[src/rtl/arbitro_mux4_1.sv]
// Round-robin arbiter for a shared 4:1 mux. It grants the mux to one of four
// requesters for a bounded burst, hands ownership to the next requester without
// idle cycles, and drives the mux select so that the owner's data reaches the
// output. The mux wires input 3 to sel=00 and input 0 to sel=11, so sel is the
// complement of the owner index.
//
// state | meaning
// IDLE  | no grant asserted; owner/sel keep the last owner
// BUSY  | grant[owner] asserted; counter tracks cycles of the current burst
module arbitro_mux4_1 #(
    parameter int HOLD_CYCLES = 4
) (
    input  logic       clk,
    input  logic       rst,
    input  logic [3:0] req,
    output logic [3:0] grant,
    output logic [1:0] sel,
    output logic [1:0] owner,
    output logic       busy
);

    typedef enum logic {
        IDLE = 1'b0,
        BUSY = 1'b1
    } state_t;

    localparam logic [7:0] CNT_LAST = 8'(HOLD_CYCLES - 1);

    state_t     r_state;
    state_t     w_state_nxt;
    logic [7:0] r_cnt;
    logic [7:0] w_cnt_nxt;
    logic [3:0] r_grant;
    logic [3:0] w_grant_nxt;
    logic [1:0] r_owner;
    logic [1:0] w_owner_nxt;
    logic [1:0] r_sel;
    logic       r_busy;
    logic       w_busy_nxt;
    logic       w_found;
    logic [1:0] w_winner;
    logic       w_release;

    // Priority search starting just after the owner; the owner itself comes last.
    // Scanning from the farthest candidate down lets the nearest one win.
    always_comb begin
        w_found  = 1'b0;
        w_winner = r_owner;
        for (int k = 4; k >= 1; k--) begin
            if (req[r_owner + 2'(k)]) begin
                w_found  = 1'b1;
                w_winner = r_owner + 2'(k);
            end
        end
    end

    assign w_release = !req[r_owner] || (r_cnt == CNT_LAST);

    // Next-state, next-grant and burst counter decisions.
    always_comb begin
        w_state_nxt = r_state;
        w_cnt_nxt   = r_cnt;
        w_grant_nxt = r_grant;
        w_owner_nxt = r_owner;
        w_busy_nxt  = r_busy;
        case (r_state)
            IDLE: begin
                if (w_found) begin
                    w_state_nxt = BUSY;
                    w_grant_nxt = 4'b0001 << w_winner;
                    w_owner_nxt = w_winner;
                    w_busy_nxt  = 1'b1;
                    w_cnt_nxt   = 8'd0;
                end else begin
                    w_grant_nxt = 4'b0000;
                    w_busy_nxt  = 1'b0;
                end
            end
            BUSY: begin
                if (!w_release) begin
                    w_cnt_nxt = r_cnt + 8'd1;
                end else if (w_found) begin
                    // Direct hand-off; the same owner may win again if alone.
                    w_grant_nxt = 4'b0001 << w_winner;
                    w_owner_nxt = w_winner;
                    w_cnt_nxt   = 8'd0;
                end else begin
                    w_state_nxt = IDLE;
                    w_grant_nxt = 4'b0000;
                    w_busy_nxt  = 1'b0;
                    w_cnt_nxt   = 8'd0;
                end
            end
            default: begin
                w_state_nxt = IDLE;
                w_grant_nxt = 4'b0000;
                w_busy_nxt  = 1'b0;
                w_cnt_nxt   = 8'd0;
            end
        endcase
    end

    // State and output registers; pointer at 3 after reset so requester 0 leads.
    always_ff @(posedge clk or posedge rst) begin
        if (rst) begin
            r_state <= IDLE;
            r_cnt   <= 8'd0;
            r_grant <= 4'b0000;
            r_owner <= 2'd3;
            r_sel   <= 2'b00;
            r_busy  <= 1'b0;
        end else begin
            r_state <= w_state_nxt;
            r_cnt   <= w_cnt_nxt;
            r_grant <= w_grant_nxt;
            r_owner <= w_owner_nxt;
            r_sel   <= ~w_owner_nxt;
            r_busy  <= w_busy_nxt;
        end
    end

    assign grant = r_grant;
    assign sel   = r_sel;
    assign owner = r_owner;
    assign busy  = r_busy;

endmodule

[config.mk]
export PLATFORM = sky130hd
export DESIGN_NAME = arbitro_mux4_1
export DESIGN_NICKNAME = d
export VERILOG_FILES = /design/src/rtl/arbitro_mux4_1.sv
export SDC_FILE = /design/constraint.sdc
export NUM_CORES = 1
export LEC_CHECK = 0
export BUFFER_PORTS_ARGS = -buffer_cell sky130_fd_sc_hd__buf_2
export CELL_PAD_IN_SITES_DETAIL_PLACEMENT = 1
export CELL_PAD_IN_SITES_GLOBAL_PLACEMENT = 1
export CORE_MARGIN = 3
export CORE_UTILIZATION = 42
export CTS_CLUSTER_DIAMETER = 80
export DETAILED_ROUTE_END_ITERATION = 12
export PLACE_DENSITY_LB_ADDON = 0.15
export RECOVER_POWER = 25
export SLEW_MARGIN = 10
export SYNTH_ARGS = -nofsm -noshare
export SYNTH_HDL_FRONTEND = slang
export SYNTH_SLANG_ARGS = --single-unit
[constraint.sdc]
create_clock -name clk -period 4.68 [get_ports clk]
set_clock_uncertainty 0.15 [all_clocks]
set_input_delay 0.468 -clock clk [delete_from_list [all_inputs] [get_ports clk]]
set_output_delay 0.468 -clock clk [all_outputs]
set_load 0.02 [all_outputs]
## Word-level counts from Yosys, hierarchy flattened

Index checks and enable logic that the tools add are counted.
W data, S select, Z words.

| cells by class | value |
|---|---|
| add/subtract/negate cells | 4 |
| order comparisons | 4 |
| equal/unequal tests | 4 |
| shift operators | 1 |
| muxes and demuxes | 30 |
| bitwise gates (word level) | 2 |
| reduce and logical (&&, ||, !) cells | 3 |

Operators with widths:

| operator | number |
|---|---|
| $mux W8 | 2 |
| $pmux W8 S2 | 1 |
| $lt A2 B3 Y1 const B | 4 |
| $mux W1 | 12 |
| $mux W2 | 5 |
| $add A8 B1 Y8 const B | 1 |
| $bmux W1 S2 | 4 |
| $eq A8 B2 Y1 const B | 1 |
| $mux W4 | 2 |
| $pmux W4 S2 | 1 |
| $add A2 B2 Y2 const B | 2 |
| $ne A2 B2 Y1 const B | 2 |
| $pmux W1 S2 | 2 |
| $pmux W2 S2 | 1 |
| $shl A1 B2 Y4 const A | 1 |
| $add A2 B1 Y2 const B | 1 |
| $ne A2 B1 Y1 const B | 1 |
| $not A2 Y2 | 1 |
| $reduce_and A2 Y1 | 1 |
| $logic_not A1 Y1 | 1 |
| $logic_or A1 B1 Y1 | 1 |
| $not A1 Y1 | 1 |

| word-level totals | value |
|---|---|
| register bits | 18 |
| bits of input ports | 6 |
| output and inout port bits | 9 |

## Depth between registers and ports, before layout

| logic depth | value |
|---|---|
| word-level depth | 10 |
| gate-level depth with buffers | 7 |
| mapped depth without buffers | 5 |

## Worst setup path after synthesis

No wires, ideal clock.

| timing path | value |
|---|---|
| path type | reg-to-reg |
| start | register (tool-made name) |
| end | register r_grant[0] (netlist: grant[0]) |
| library setup time | 101 ps |
| data arrival time | 1,789 ps |
| slack | 2,641 ps |
| stages on the path, launching flop included | 6 |
| buffers on the path | 1 |
| clock period less this slack | 2,039 ps |
| path through | dfstp_2 buf_6 mux2_4 and2_4 or3_4 o32ai_1 |

RTL lines:

| element | RTL line | text |
|---|---|---|
| end signal: assignment | 115 | `r_grant <= w_grant_nxt;` |
| end: declaration | 33 | `logic [3:0] r_grant;` |

==> flow_summary.rst <==
.. list-table::
   :header-rows: 1

   * - Metric
     - Value
   * - Residual DRC count
     - 0
   * - Normalized max-slew margin
     - 0.528
   * - Number of antenna violations at the first check in global routing
     - 0
   * - Full die area
     - 2990 um2
   * - Final Routed Wirelength
     - 2.31 mm
   * - Pre-Repair DR Iteration Count
     - 4
   * - Global-route wire length before repair
     - 4.02 mm
   * - Vias in the first global route
     - 837
   * - Worst setup path class
     - register to register
   * - Hold/Removal Path Class
     - input port to asynchronous set/reset pin
   * - Area fraction in and, or, nand and nor cells after synthesis
     - 0.206
   * - Std cell rows
     - 16
   * - Number of levels in the clock H-tree
     - 1
   * - Cells after Synth
     - 96
   * - Antenna Diode Count
     - 0
   * - Slowest cell on the critical path
     - dfrtp_1
   * - Die outline height
     - 54.7 um
   * - Number of buffers created by CTS
     - 3
   * - Signed area change from the synthesized netlist to the final layout
     - 11.3%
   * - Leakage power
     - 0.000514 uW
   * - Parity-gate share of the synthesized area counting xor and xnor cells
     - 0
   * - Top cells by area in the synthesized netlist
     - dfrtp_1 40%, dfstp_2 5.3%, mux2i_1 4.0%
   * - Number of buffers between clock root and the deepest sink
     - 2
   * - Synth Net Count
     - 103
   * - Hold buffer count at CTS
     - 0
   * - Final core occ
     - 0.527
   * - Overall die width
     - 54.7 um
   * - Clock tree root buffer cell
     - clkbuf_4
   * - Final min period
     - 2.11 ns
   * - IO Count
     - 15
   * - Detail Placement HPWL
     - 1.78 mm
   * - Worst endpoint data arrival time
     - 2.19 ns
   * - Dominant cell type by area after synthesis
     - dfrtp_1
   * - Number of synthesized register bits
     - 18
   * - Transition at the pin with the smallest max-transition slack
     - 0.707 ns
   * - Number of buffers inserted by port buffering
     - 14
   * - Clk sink count
     - 18
   * - Area share of the largest cell type after synthesis
     - 0.403
   * - Largest net degree at the start of global routing
     - 19
   * - Number of DRC violations after detailed-routing iteration 0
     - 8
   * - Number of buffers and inverters on the critical path
     - 0
   * - Ys flop type
     - dfrtp_1
   * - Cell variety after synth
     - 41
   * - Highest net fanout along the worst path
     - 9
   * - Number of nets still failing antenna checks after routing
     - 0
   * - Proportion of synthesized chip area in sequential cells
     - 0.455
   * - Post-synth design cell area
     - 995 um2
   * - Ratio of total power to cell area
     - 598 nW/um2
   * - Total number of vias
     - 796
   * - IR Drop Worst-Case VDD
     - 0.000363 V
   * - Endpoints failing setup
     - 0
   * - Slew Viols, Final
     - 0
   * - Result of the run
     - completed
   * - Setup repair after global routing missed its margin
     - false
   * - Total number of nets in the final design
     - 119
   * - Kind of end point of the critical path
     - register
   * - Final total negative setup slack
     - 0 ns
   * - Clock insertion delay at the later pin of the skew report
     - 0.30 ns
   * - Vias per Instance
     - 5.77
   * - Max Clock Freq
     - 474 MHz
   * - Post-synthesis adder-cell area fraction
     - 0.0126
   * - Critical path data required time
     - 4.76 ns
   * - Max-cap violations
     - 0
   * - Syn Area/Cell
     - 10.4 um2
   * - Final Wtd Congestion
     - 0.827
   * - Number of setup buffers added after CTS
     - 0
   * - Proportion of synthesized area in mux cells
     - 0.0667
   * - Nature of the critical path startpoint
     - register
   * - GR Util All Layers
     - 0.192
   * - Area fraction in compound gates after synthesis
     - 0.194
   * - Clock-pin slew of the registers on the worst-case setup and hold paths
     - 0.10 ns
   * - Fraction of final layout cells sized beyond drive strength 1
     - 0.288
   * - CTS tree
     - done
   * - Number of gates given a new drive strength after cts
     - 0
   * - Hold violation total from the final report
     - 0
   * - Async set-reset flop share out of synthesis
     - 1.00
   * - Commonest non-fill, non-tap cell in the layout
     - dfrtp_1
   * - CP cell instances
     - ha_1 > nor4b_1 > a22o_1 > o21ai_4 > mux2_2
   * - Number of synthesized flops with an enable pin
     - 0
   * - Grt ovf
     - 0
   * - Most frequent cells in the layout
     - 16 x dfrtp_1, 14 x buf_2, 10 x inv_1
   * - Maximum cell stage delay along the critical path
     - 0.41 ns
   * - Area of the core region
     - 2100 um2
   * - Wire length per cell
     - 16.8 um
   * - YS warnings
     - 0
   * - Initial core utilization
     - 0.473
   * - CP top delay family
     - compound AO/OA/AOI/OAI gates
   * - Dominant combinational cell family by area after synthesis
     - simple AND/OR/NAND/NOR gates
   * - Period utilization
     - 0.451
cell type report:
cell class	instances	area, um2
inverters	10	37.5
fillers	247	995
well taps	27	33.8
multi-input cells	65	477
repair buffers	14	70.1
clock buffers	4	36.3
flip-flops and latches	18	453
report_power, final:
part,internal (uW),switching (uW),total [uW]
registers,207,42.4,249
logic,129,187,317
clock network,47.5,48.8,96.3
total,384,279,662
metal layers:
layer	global-route usage	vias up	part of all wire
li1	-	385	-
met1	0.264	392	0.47
met2	0.283	14	0.47
met3	0.0572	5	0.039
met4	0.0664	0	0.013
met5	0	-	0
synthesized netlist by cell type (3+ instances only):
library cell,n
dfrtp_1,16
inv_1,10
a21oi_1,4
a22o_1,4
mux2i_1,4
nand2_1,4
nor2_1,4
nor3_1,4
o32ai_1,4
and3_1,3
cells by family after synthesis:
| group | Yosys count |
|---|---|
| buf+inv | 13 |
| mux | 6 |
| flops | 18 |
| fa+ha+maj | 1 |
| compound gates | 24 |
| simple gates | 34 |
final timing paths:
path                       slack (ns)      from       end  cells after the start
min in group clk                 0.36  r_cnt[0]  r_cnt[0]                      1
hold / removal                   0.10       rst    sel[0]                      2
max in group asynchronous        3.82       rst  grant[3]                      2
hold reg to reg                  0.36  r_cnt[0]  r_cnt[0]                      1
setup reg to reg                 2.57  r_cnt[0]  register                      5
setup / recovery                 2.57  r_cnt[0]  register                      5
through the flow:
step | total power [uW] | setup slack (ns) | area (um2) | hold WS [ns] | std cells
global placement | 558 | 2.62 | 1070 | 0.339 | 134
detailed placement | 572 | 2.59 | 1070 | 0.347 | 134
floorplan | 501 | 2.64 | 995 | 0.255 | 96
global route | 719 | 2.39 | 1110 | 0.130 | 138
CTS | 671 | 2.57 | 1110 | 0.112 | 138
finish | 662 | 2.57 | 1110 | 0.103 | 138
Note: power is estimated with default switching activity, not from simulation.
